<file path="config.mk">
export PLATFORM = sky130hd
export DESIGN_NAME = rf_writeback_unit
export DESIGN_NICKNAME = d
export VERILOG_FILES = /design/src/rtl/rf_writeback_unit.sv
export SDC_FILE = /design/constraint.sdc
export NUM_CORES = 1
export LEC_CHECK = 0
export CAP_MARGIN = 40
export CORE_MARGIN = 5
export CORE_UTILIZATION = 47
export DETAILED_ROUTE_END_ITERATION = 10
export GPL_TIMING_DRIVEN = 0
export HOLD_SLACK_MARGIN = 0.15
export PLACE_DENSITY = 0.88
export SLEW_MARGIN = 20
export SYNTH_ARGS = -nofsm -noshare
export SYNTH_HDL_FRONTEND = slang
export SYNTH_SLANG_ARGS = --single-unit
</file>
<file path="constraint.sdc">
create_clock -name i_clk -period 3.45 [get_ports i_clk]
set_input_delay 0.345 -clock i_clk [delete_from_list [all_inputs] [get_ports i_clk]]
set_output_delay 0.345 -clock i_clk [all_outputs]
set_load 0.02 [all_outputs]
</file>
<file path="src/rtl/rf_writeback_unit.sv">
// rtl/rf_writeback_unit.sv - register-file write-side controller merging ALU results and in-order load responses
module rf_writeback_unit #(
    parameter int DEPTH = 4
) (
    input  logic                     i_clk,
    input  logic                     i_rst,
    input  logic                     i_alu_valid,
    input  logic [4:0]               i_alu_rd,
    input  logic [31:0]              i_alu_data,
    output logic                     o_alu_ready,
    input  logic                     i_ld_issue,
    input  logic [4:0]               i_ld_rd,
    output logic                     o_ld_ready,
    input  logic                     i_mem_rsp_valid,
    input  logic [31:0]              i_mem_rsp_data,
    input  logic [4:0]               i_rs,
    input  logic [4:0]               i_rt,
    output logic                     o_hazard,
    output logic [31:0]              o_busy,
    output logic [$clog2(DEPTH):0]   o_pending_cnt,
    output logic                     o_wr_en,
    output logic [4:0]               o_wr_addr,
    output logic [31:0]              o_wr_data,
    output logic                     o_rsp_err
);

    localparam int AW = $clog2(DEPTH);
    localparam logic [AW:0] FULL_CNT = (AW + 1)'(DEPTH);

    logic [4:0]    r_q [DEPTH];
    logic [AW-1:0] r_rd_ptr;
    logic [AW-1:0] r_wr_ptr;
    logic [AW:0]   r_cnt;
    logic [31:0]   r_busy;
    logic          r_wr_en;
    logic [4:0]    r_wr_addr;
    logic [31:0]   r_wr_data;
    logic          r_rsp_err;

    logic          w_full;
    logic          w_empty;
    logic          w_push;
    logic          w_pop;
    logic          w_alu_acc;
    logic [4:0]    w_head;
    logic [31:0]   w_set_mask;
    logic [31:0]   w_clr_mask;

    // Readiness looks only at registered state, so a same-cycle pop never frees a slot or register early.
    always_comb begin
        w_full      = (r_cnt == FULL_CNT);
        w_empty     = (r_cnt == '0);
        w_head      = r_q[r_rd_ptr];
        o_ld_ready  = !w_full && ((i_ld_rd == 5'd0) || !r_busy[i_ld_rd]);
        o_alu_ready = !i_mem_rsp_valid && ((i_alu_rd == 5'd0) || !r_busy[i_alu_rd]);
        o_hazard    = ((i_rs != 5'd0) && r_busy[i_rs]) || ((i_rt != 5'd0) && r_busy[i_rt]);
        w_push      = i_ld_issue && o_ld_ready;
        w_pop       = i_mem_rsp_valid && !w_empty;
        w_alu_acc   = i_alu_valid && o_alu_ready;
        w_set_mask  = '0;
        w_clr_mask  = '0;
        if (w_push && (i_ld_rd != 5'd0)) begin
            w_set_mask[i_ld_rd] = 1'b1;
        end
        if (w_pop) begin
            w_clr_mask[w_head] = 1'b1;
        end
    end

    always_ff @(posedge i_clk) begin
        if (w_push) begin
            r_q[r_wr_ptr] <= i_ld_rd;
        end
    end

    always_ff @(posedge i_clk or posedge i_rst) begin
        if (i_rst) begin
            r_rd_ptr  <= '0;
            r_wr_ptr  <= '0;
            r_cnt     <= '0;
            r_busy    <= '0;
            r_wr_en   <= 1'b0;
            r_wr_addr <= 5'd0;
            r_wr_data <= 32'd0;
            r_rsp_err <= 1'b0;
        end else begin
            if (w_push) begin
                r_wr_ptr <= r_wr_ptr + AW'(1);
            end
            if (w_pop) begin
                r_rd_ptr <= r_rd_ptr + AW'(1);
            end
            case ({w_push, w_pop})
                2'b10:   r_cnt <= r_cnt + (AW + 1)'(1);
                2'b01:   r_cnt <= r_cnt - (AW + 1)'(1);
                default: r_cnt <= r_cnt;
            endcase
            // Push and pop never target the same nonzero register: a busy register cannot be issued.
            r_busy <= (r_busy & ~w_clr_mask) | w_set_mask;
            if (i_mem_rsp_valid && w_empty) begin
                r_rsp_err <= 1'b1;
            end
            if (w_pop) begin
                r_wr_en   <= (w_head != 5'd0);
                r_wr_addr <= w_head;
                r_wr_data <= i_mem_rsp_data;
            end else if (w_alu_acc) begin
                r_wr_en   <= (i_alu_rd != 5'd0);
                r_wr_addr <= i_alu_rd;
                r_wr_data <= i_alu_data;
            end else begin
                r_wr_en   <= 1'b0;
            end
        end
    end

    assign o_busy        = r_busy;
    assign o_pending_cnt = r_cnt;
    assign o_wr_en       = r_wr_en;
    assign o_wr_addr     = r_wr_addr;
    assign o_wr_data     = r_wr_data;
    assign o_rsp_err     = r_rsp_err;

endmodule

</file>
== Yosys cells after proc, flatten, opt, wreduce, memory -nomap -nowiden ==
Memories as Yosys holds them, arrays and structs flattened.
Index checks and enable logic that the tools add are counted.
Word-level totals
  word-level logic and storage cells: 78
  bits in registers: 78
  RAM bits: 20
  bits of input ports: 89
  memories: 1
Operators by class
  $add $sub $neg: 4
  reduce and logical (&&, ||, !) cells: 29
  multiplexer cells: 23
  bitwise logic cells: 3
  order comparisons: 7
  eq/ne operators: 3
Memories
  r_q: words 4, width 5, rd ports 1, clocked after memory_dff 0, write ports 1, line 30  | logic [4:0] r_q [DEPTH];
Operator list (count)
  two-way mux 32 bit: 4
  bitwise AND 32 bit: 1
  inverter 32 bit: 1
  OR 32 bit: 1
  less-than comparator 5 x 6 -> 1 bit (second input constant): 5
  nonzero test 5 bit: 5
  binary-select mux 1 bit (select 5 bit): 4
  logical AND 1 bit: 11
  demux 1 bit (select 5 bit): 2
  >= comparator 5 x 1 -> 1 bit (second input constant): 2
  zero test 5 bit: 2
  two-way mux 1 bit: 10
  two-way mux 5 bit: 2
  case mux 3 bit (2 select lines): 1
  zero test 1 bit: 5
  adder 2 x 1 -> 2 bit (second input constant): 2
  nonzero test 2 bit: 2
  adder 3 x 1 -> 3 bit (second input constant): 1
  equality test 3 bit (second input constant): 1
  zero test 3 bit: 1
  logical OR 1 bit: 3
  subtractor 3 x 1 -> 3 bit (second input constant): 1
  equality test 2 x 1 -> 1 bit (second input constant): 1
  equality test 2 bit (second input constant): 1

== Depth between registers and ports, before layout ==
Gate-level depths: netlist of run 1.
  depth in word-level cells: 9
  mapped depth: 13
  depth with buffers taken out: 12

== Worst setup path before layout of run 1 ==
No wires, ideal clock.
  kind: input port to flip-flop
  start: in i_ld_rd[0]
  end: reg r_cnt[2], in the netlist o_pending_cnt[2]
  arrival time: 2.869 ns
  buffers on the path: 1
  stages on the path: 13
  setup slack: 0.447 ns
  setup time: 0.134 ns
  cells stage by stage: buf_2 -> mux4_2 -> a32oi_1 -> nand4_1 -> a32oi_2 -> and2_1 -> inv_1 -> ha_1 -> inv_1 -> fa_1 -> xor2_1 -> nor2_1 -> xor2_1
On the way
  word-level cells in the longest chain between the ends: 8
RTL lines
  from (decl): line 12  | input logic [4:0] i_ld_rd,
  binary-select mux 1 bit (select 5 bit): line 54  | o_ld_ready = !w_full && ((i_ld_rd == 5'd0) || !r_busy[i_ld_rd]);
  two-way mux 1 bit (implied by the code): line 54
  zero test 1 bit: line 54
  logical OR 1 bit *: line 54
  logical AND 1 bit *: line 54
  named net o_ld_ready: line 13  | output logic o_ld_ready,
  logical AND 1 bit *: line 57  | w_push = i_ld_issue && o_ld_ready;
  equality test 2 x 1 -> 1 bit / equality test 2 bit (equally long branches): line 93  | case ({w_push, w_pop})
  case mux 3 bit (2 select lines) / nonzero test 2 bit (equally long branches)
  to (signal assigned): line 94  | 2'b10: r_cnt <= r_cnt + (AW + 1)'(1);
  to (signal assigned): line 95  | 2'b01: r_cnt <= r_cnt - (AW + 1)'(1);
  to (signal assigned): line 96  | default: r_cnt <= r_cnt;
  to (decl): line 33  | logic [AW:0] r_cnt;
The timed path passes the listed nets; every way through them passes the cells marked *. The select of a mux whose other input is x is not followed.
A chain may end at the register's enable or synchronous reset.

== Final worst setup path of run 1 ==
  start: in i_ld_rd[1]
  end: reg r_cnt[2], in the netlist o_pending_cnt[2]
On the way
  word-level cells in the longest chain between the ends: 8
RTL lines (line)
  binary-select mux 1 bit (select 5 bit): 54
  two-way mux 1 bit (implied by the code): 54
  zero test 1 bit: 54
  logical OR 1 bit *: 54
  logical AND 1 bit *: 54
  logical AND 1 bit *: 57
  equality test 2 x 1 -> 1 bit / equality test 2 bit (equally long branches): 93
  case mux 3 bit (2 select lines) / nonzero test 2 bit (equally long branches)
Mark *: on every way between the ends. The rest lies on a longest branch, timed or not. The select of a mux whose other input is x is not followed.

==> impl.org, run 1 <==
** Synth
- The synthesized design contains about 100 register bits.
- The Yosys step of the flow raised 0 warnings.
- Number of synthesized flops with an enable pin :: 20
- Synth top cells by count :: 78 x sky130_fd_sc_hd__dfrtp_1, 63 x sky130_fd_sc_hd__o21ai_0, 44 x sky130_fd_sc_hd__mux2i_1, 44 x sky130_fd_sc_hd__nor2_1
- The biggest area contributor in the post-synthesis netlist is sky130_fd_sc_hd__dfrtp_1.
- Share of the yosys chip area belonging to registers :: 48.0%
- Number of nets produced by synthesis :: 547
- Most used standard cell by instance count after synthesis :: sky130_fd_sc_hd__dfrtp_1
- A synthesized cell averages 11.8 um^2.
- The top cell type by area accounts for between 30% and 40% of the synthesized area.
- Fraction of registers with async set or reset after synthesis :: between 70% and 80%
- The number of different library cells used by synthesis comes to 44.
- Cell area after synthesis :: between 0.005 and 0.006 mm^2
- For this run, the leading register cell type out of synthesis is sky130_fd_sc_hd__dfrtp_1.
- In the post-synthesis netlist, the biggest area contributors are sky130_fd_sc_hd__dfrtp_1 37%, sky130_fd_sc_hd__mux4_2 15%, sky130_fd_sc_hd__edfxtp_1 11%, sky130_fd_sc_hd__mux2i_1 8.3%, sky130_fd_sc_hd__o21ai_0 5.9%.
- Syn Inst Count :: 452

** Die
- Die Span Y :: approximately 120 um
- Row count :: 38
- The initial utilization of the core area, before any placement, comes to between 40% and 50%.
- In this run the horizontal extent of the chip is between 100 and 150 um.
- Core area :: approximately 0.011 mm^2
- between 150 and 200 I/O pins were placed.
- Die Area :: about 0.014 mm^2

** Placement
- HPWL after DPL :: 12800 um
- Weighted congestion at the end of routability-driven global placement :: around 0.9
- The count of buffers added on input and output ports is about 160.

** Pwr
- The share of total power dissipated in the clock network is about 18%.
- Power share of the sequential group :: 33.7%
- Across the VDD grid, the largest voltage drop is roughly 640 uV.
- Net Switching :: roughly 2.5 mW
- In this run the static leakage power is a little over 3 nW.
- In this run switching power makes up 40.0% of total power.
- Proportion of power drawn by combinational gates :: 48.8%
- PD cells :: 830 mW/mm^2
- Internal power summed over all cells :: between 3 and 4 mW
- Summing internal, switching and leakage power gives 6.21 mW.

** STA
- Setup repair after global routing left no endpoint under its margin.
- Maximum operating frequency :: ~300 MHz
- After layout, the worst path uses a little over nine tenths of the clock period.
- At the pin with the least slew margin, the transition time is 657 ps.
- Final count of pins violating max slew :: 0
- Finish-stage setup viols :: 0
- The routed design could run at a clock period as short as 3280 ps.
- Measured against its own limit, the worst slew margin works out to between 50% and 60%.
- Layout Skew :: 7.46 ps
- Hold violation count in the final report :: 0

** Clock network
- TritonCTS Buffers :: 9
- Clock Tree Root :: sky130_fd_sc_hd__clkbuf_16
- The H-tree was split into 3 levels.
- TritonCTS sink count :: between 90 and 100
- Hold buffers post-CTS :: 0
- No sink is reached through more buffers than the 2 on the longest clock path.
- Clock-pin slew was measured on the worst setup and hold paths at 70 ps.
- TritonCTS built the clock tree.
- Clock latency on the worst-skew pair :: between 300 and 400 ps

** Route
- Post-detailed-route DRC marker count :: 0
- After the first detailed-routing iteration, the DRC count stood at around 530.
- DRT Wirelength :: 17700 um
- Routed via count :: 4800
- The first detailed-routing pass took 5 iterations.
- After detailed routing, the number of vias per cell comes to ~6.2.
- The detail route stage leaves a number of antenna-violating nets equal to 0.
- After detailed routing, the average wire length per cell comes to 23.0 um.

** Layout
- After the last flow step, the layout net total stands at 721.
- Antenna fix cells :: 0
- The filler cells instantiated in the layout total 796.
- Once layout is complete, the utilization of the core stands at around two thirds.
- In the final layout, the share of cells above drive strength 1 is ~11%.
- Compared with the post-synthesis result, the final layout area differs by 40.6%.

** Run
- Across the run, the number of max-cap violations was 0.

** Critical path
- On the critical path, the stage with the largest delay is an instance of sky130_fd_sc_hd__clkdlybuf4s50_1.
- Critical path peak fanout :: 10
- Worst endpoint required time :: 3670 ps
- For the worst setup path, the data arrival time is about 3500 ps.
- For this run, the slowest stage of the critical path takes 660 ps.
- Endpoint type of the worst setup path :: flip-flop
- Worst Setup Start Kind :: input pin
- Critical Path, Cell by Cell :: clkdlybuf4s50_1, clkbuf_4, mux4_2, a32oi_1, nand4_1, a32oi_4, and2_1, inv_1, ha_1, inv_1, fa_1, xor2_1, nor2_1, xor2_1
- By startpoint and endpoint, the worst setup path is classified as input pin to flip-flop.

** Min path
- The tightest min-delay check is of the input pin to async pin type.

** GRT
- Entering global routing, the biggest net connects 46 pins.
- The initial antenna violation count came to 0.
- The first global-routing pass estimated approximately 27000 um of wire.
- Total track usage :: 25.8%
- The via count of the first global-routing pass is 4786.
- After global routing the overflow that remains totals 0.

** Run status
- The run finished with clean final reports.
timing repair:
item                                   CTS  global route
resized for setup                        6             2
buffers inserted                         0             3
endpoints found under the hold margin    0             0
pin swaps                                0             1
setup endpoints to repair                4             2
metrics by stage:
step           instances  cell area [um^2]  worst slack [ps]  hold slack [ps]  setup TNS [ps]
2_1_floorplan        452              5320               447              444               0
3_3_place_gp         751              7090              -475              441           -7390
3_5_place_dp         752              7120              -577              452           -6170
4_1_cts              767              7460              96.2              373               0
5_1_grt              770              7480              3.54              414               0
6_report             770              7480               166              364               0
layer usage:
metal | GRT usage (%) | share of wire (%)
met1 | 33.2 | 36
met2 | 44.0 | 48
met3 | 6.58 | 13
met4 | 6.19 | 2.5
met5 | 0 | 0
sequential cells by signal, indices dropped and copies added, names as in the netlist, 2 cells and up:
| name | cells |
|---|---|
| r_rd_ptr | 2 |
| o_wr_addr | 5 |
| r_wr_ptr | 2 |
| o_pending_cnt | 3 |
| r_q | 20 |
| o_busy | 32 |
| o_wr_data | 32 |
power groups by stage:
| stage | clock, mW | combinational [mW] | sequential, mW |
|---|---|---|---|
| detailed placement | 0 | 2.95 | 2.07 |
| CTS | 1.10 | 2.98 | 2.06 |
| global route | 1.13 | 3.21 | 2.13 |
| global placement | 0 | 2.85 | 2.04 |
| floorplan | 0 | 1.27 | 2.35 |
| finish | 1.09 | 3.03 | 2.09 |
worst max-delay path: cells and delay by family:
family / cells / cell delay, ps
buf+inv: 4 / 1080
compound gates: 2 / 560
simple gates: 3 / 520
fa+ha+maj: 2 / 410
mux: 1 / 320
xor+xnor: 2 / 280
final cells by class:
cell class	instances	area (um^2)	area share, %
clock buffers	10	239	3.19
clock inverters	5	87.6	1.17
inverters	10	40.0	0.535
multi-input cells	316	2600	34.8
well taps	140	175	2.34
flip-flops and latches	98	2550	34.1
repair buffers	163	1640	21.9
plain buffers	28	148	1.97
logic make-up (layout without fill, tap and decap cells):
| group | after synthesis | in the layout | share of synthesized area, % |
|---|---|---|---|
| flip-flops | 98 | 98 | 48.0 |
| AND/OR/NAND/NOR | 105 | 105 | 9.62 |
| buffers and inverters | 38 | 216 | 3.36 |
| adder cells (fa/ha/maj) | 6 | 6 | 1.55 |
| XOR/XNOR | 6 | 6 | 0.988 |
| multiplexers | 84 | 84 | 24.4 |
| AO/OA/AOI/OAI | 115 | 115 | 12.2 |
final timing paths:
kind,startpoint,to,slack [ps],cells after the start
worst max-delay path,i_ld_rd[1],o_pending_cnt[2],170,14
worst min-delay path,i_rst,o_wr_data[3],360,2
worst max register to register,o_busy[27],o_pending_cnt[2],480,12
worst min register to register,o_rsp_err,o_rsp_err,460,1
max in group asynchronous,i_rst,o_busy[13],2520,3
min in group i_clk,i_alu_rd[0],o_wr_addr[0],450,3
layout by cell type (no fill, tap or decap), types with 17 or more instances in the layout:
master,instances
sky130_fd_sc_hd__a21oi_1,36
sky130_fd_sc_hd__clkbuf_1,20
sky130_fd_sc_hd__clkdlybuf4s50_1,156
sky130_fd_sc_hd__dfrtp_1,78
sky130_fd_sc_hd__edfxtp_1,20
sky130_fd_sc_hd__mux2i_1,44
sky130_fd_sc_hd__mux4_2,36
sky130_fd_sc_hd__nand2_1,17
sky130_fd_sc_hd__nor2_1,44
sky130_fd_sc_hd__o21ai_0,63
Power figures use the tool's default switching activity.
==> run 2, diff against run 1 <==
- GPL_ROUTABILITY_DRIVEN: unset -> 0
==> results of run 2 <==
Final layout, timing and power as in run 1 (identical DEF).
==> run 3, diff against run 2 <==
- MAX_ROUTING_LAYER: unset -> met4
==> impl.org, run 3 (synthesized netlist as in run 1, its figures left out) <==
** Route
- DRT Wirelength :: 17600 um (-0.68%)
- Number of detailed-routing iterations run before antenna repair :: 6 (+1)
- The detail-routed net length per standard cell came to 22.8 um (-0.68%).
- The post-detailed-route DRC marker count came to 0 (unchanged).
- Count of routing violations after the opening detailed-route iteration :: 462 (-13%)
- Vias per Instance :: 6.19 (-0.75%)
- Routed via count :: 4764 (-0.75%)
- Number of antenna-violating nets in the routed design :: 0 (unchanged)

** STA
- Worst slew margin relative to its limit :: 57.0% (+0.79 points)
- Layout Skew :: 6.88 ps (-0.580 ps)
- The final-report setup violation count came to 0 (unchanged).
- The achievable clock frequency came to 305 MHz (about the same).
- RSZ-0062 raised after global routing :: false
- The post-route minimum period came to 3280 ps (-2.98 ps).
- Hold violation count in the final report :: 0 (unchanged)
- The post-route fraction of the period consumed by the critical path is 95.1% (about the same).
- Worst-case setup margin in the final layout :: 169 ps (+2.98 ps)
- The tightest hold margin came to 366 ps (+2.07 ps).
- Final count of pins violating max slew :: 0 (unchanged)
- The measured slew at the worst slew-check pin is 646 ps (-11.8 ps).

** Layout
- The antenna cell count is 0 (unchanged).
- The top cell types in the final layout, fill and taps aside, are 156 x sky130_fd_sc_hd__clkdlybuf4s50_1, 78 x sky130_fd_sc_hd__dfrtp_1, 63 x sky130_fd_sc_hd__o21ai_0.
- Layout cells sized above 1 :: 11.1% (unchanged)
- The count of fill cells added during filler insertion was 796 (unchanged).
- Net count reported at finish :: 721 (unchanged)
- Final design instance area without fill :: 0.00748 mm^2 (unchanged)
- Most common cell after layout, fill and taps aside :: sky130_fd_sc_hd__clkdlybuf4s50_1
- Layout overhead on the synthesized area :: 40.6% (unchanged)

** GRT
- The via count of the first global-routing pass came to 4794 (+0.17%).
- Total track usage :: 26.6% (+0.77 points)
- The routing usage on met3 was 6.06% (-0.52 points).
- The first-pass GRT wire length came to 26600 um (-0.13%).
- In this run the most used layer during global routing was met2.
- The global-route congestion overflow total was 0 (unchanged).
- The initial antenna violation count was 0 (unchanged).
- Grt met2 use :: 43.7% (-0.27 points)
- Met1 GRT Util :: 33.6% (+0.31 points)
- Largest net degree at the start of global routing :: 46 (unchanged)

** Pwr
- The overall power of the completed layout came to 6.20 mW (-0.13%).
- Clock network fraction of design power :: 17.5% (about the same)
- The worst IR drop on VDD came to 641 uV (+0.10%).
- The power dissipated by switching net loads was 2.48 mW (-0.30%).
- The share of total power in sequential cells is 33.7% (about the same).
- PD cells :: 829 mW/mm^2 (-0.13%)
- The switching share of total power is 40.0% (-0.070 points).
- The part of the power in combinational logic was 48.8% (about the same).
- LEAKAGE :: 3.08 nW (unchanged)
- The internal power of the cells came to 3.72 mW (about the same).

** Critical path
- Worst R2R Path Depth :: 12 (unchanged)
- Crit Path Class :: input pin to flip-flop
- The worst setup path is launched from an input pin.
- The critical path ends at o_pending_cnt[2].
- Critical path peak fanout :: 10 (unchanged)
- Critical path's top delay family :: buffers and inverters
- The endpoint identified for the worst register-to-register timing path is o_pending_cnt[2].
- The number of stages on the worst setup path is 14 (unchanged).
- The required arrival time at the worst endpoint was 3670 ps (about the same).
- Launch point of the worst reg-to-reg path :: o_busy[6]
- Delay of the slowest critical-path stage :: 650 ps (about the same)
- Arrival @ worst endpoint :: 3500 ps (about the same)
- Critical path's slowest cell :: sky130_fd_sc_hd__clkdlybuf4s50_1
- The worst setup path is captured at a flip-flop.
- Buffering stage count on the worst path with inverters included :: 4 (unchanged)
- The reg2reg setup slack is 480 ps (about the same).
- Critical Path, Cell by Cell :: clkdlybuf4s50_1, clkbuf_4, mux4_2, a32oi_1, nand4_1, a32oi_4, and2_1, inv_1, ha_1, inv_1, fa_1, xor2_1, nor2_1, xor2_1
- Launching element of the worst setup path :: i_ld_rd[1]

** Placement
- The instance area at placement is 0.00712 mm^2 (unchanged).
- The worst setup timing slack at the placement stage was -577 ps (unchanged).
- The count of buffers from port buffering was 159 (unchanged).
- HPWL after DPL :: 12800 um (unchanged)

** Die
- The width of the chip came to 116 um (unchanged).
- The row count is 38 (unchanged).
- The I/O pin total was 166 (unchanged).
- Die Span Y :: 116 um (unchanged)
- Die Area :: 0.0136 mm^2 (unchanged)
- The core outline area is 0.0110 mm^2 (unchanged).
- Starting utilization of the core area :: 48.5% (unchanged)

** Clock network
- Clock latency on the worst-skew pair :: 340 ps (about the same)
- Clock transition at the register clock pins on the worst setup and hold paths after CTS :: 70 ps (about the same)
- The CTS buffer count is 9 (unchanged).
- Number of levels in the clock H-tree :: 3 (unchanged)
- Maximum buffer depth of the clock tree :: 2 (unchanged)
- The cell sitting at the root of the clock tree is a sky130_fd_sc_hd__clkbuf_16.
- TritonCTS built the clock tree.
- The total number of clock tree sinks is 98 (unchanged).

** Min path
- Min-Delay Path Class :: input pin to async pin

** Run
- Max cap viols :: 0 (unchanged)

** Run status
- The run finished with clean final reports.
==> run 3: cell counts in the layout (fill, tap and decap cells not counted) <==
Identical to the previous run, type by type.
==> run 3: area by class of cell <==
| cell class | count | area (um^2) | area share (%) |
|---|---|---|---|
| Multi-Input combinational cell | 316 | 2600 | 34.8 |
| Inverter | 10 | 40.0 | 0.535 |
| Sequential cell | 98 | 2550 | 34.1 |
| Clock inverter | 5 | 87.6 | 1.17 |
| Timing Repair Buffer | 163 | 1640 | 21.9 |
| Buffer | 28 | 148 | 1.97 |
| Tap cell | 140 | 175 | 2.34 |
| Clock buffer | 10 | 239 | 3.19 |
==> run 3: how the worst min path moves through the flow <==
| stage | start | end | slack (ps) | cells after the start |
|---|---|---|---|---|
| after floorplan | i_ld_rd[0] | r_q[0][0] | 440 | 0 |
| after global placement | o_rsp_err | o_rsp_err | 440 | 1 |
| after detailed placement | o_rsp_err | o_rsp_err | 450 | 1 |
| after CTS | i_rst | o_wr_data[3] | 370 | 2 |
| after global routing | i_rst | o_wr_data[3] | 420 | 2 |
| final | i_rst | o_wr_data[3] | 370 | 2 |
==> run 3: power by group through the flow <==
stage	registers, mW	logic, mW	clock network (mW)
floorplan	2.35	1.27	0
global placement	2.04	2.85	0
detailed placement	2.07	2.95	0
CTS	2.06	2.98	1.10
global route	2.13	3.21	1.13
finish	2.09	3.02	1.09
==> run 3: repair_timing <==
action                                  in CTS  in global routing
buffers inserted                             0                  3
endpoints found under the setup margin       4                  2
resized for setup                            6                  2
hold buffers                                 0                  0
pin swaps                                    0                  1
==> run 3: stage by stage <==
step	TNS (ps)	utilization [%]	std cells
finish	0	68.1	770
global route	0	68.1	770
CTS	0	67.9	767
detailed placement	-6170	64.8	752
global placement	-7390	64.5	751
floorplan	0	-	452
==> run 3: per-layer routing <==
layer	up-vias	part of all wire [%]
met4	0	2.4
li1	2046	-
met1	2281	37
met3	55	12
met2	382	49
met5	-	0
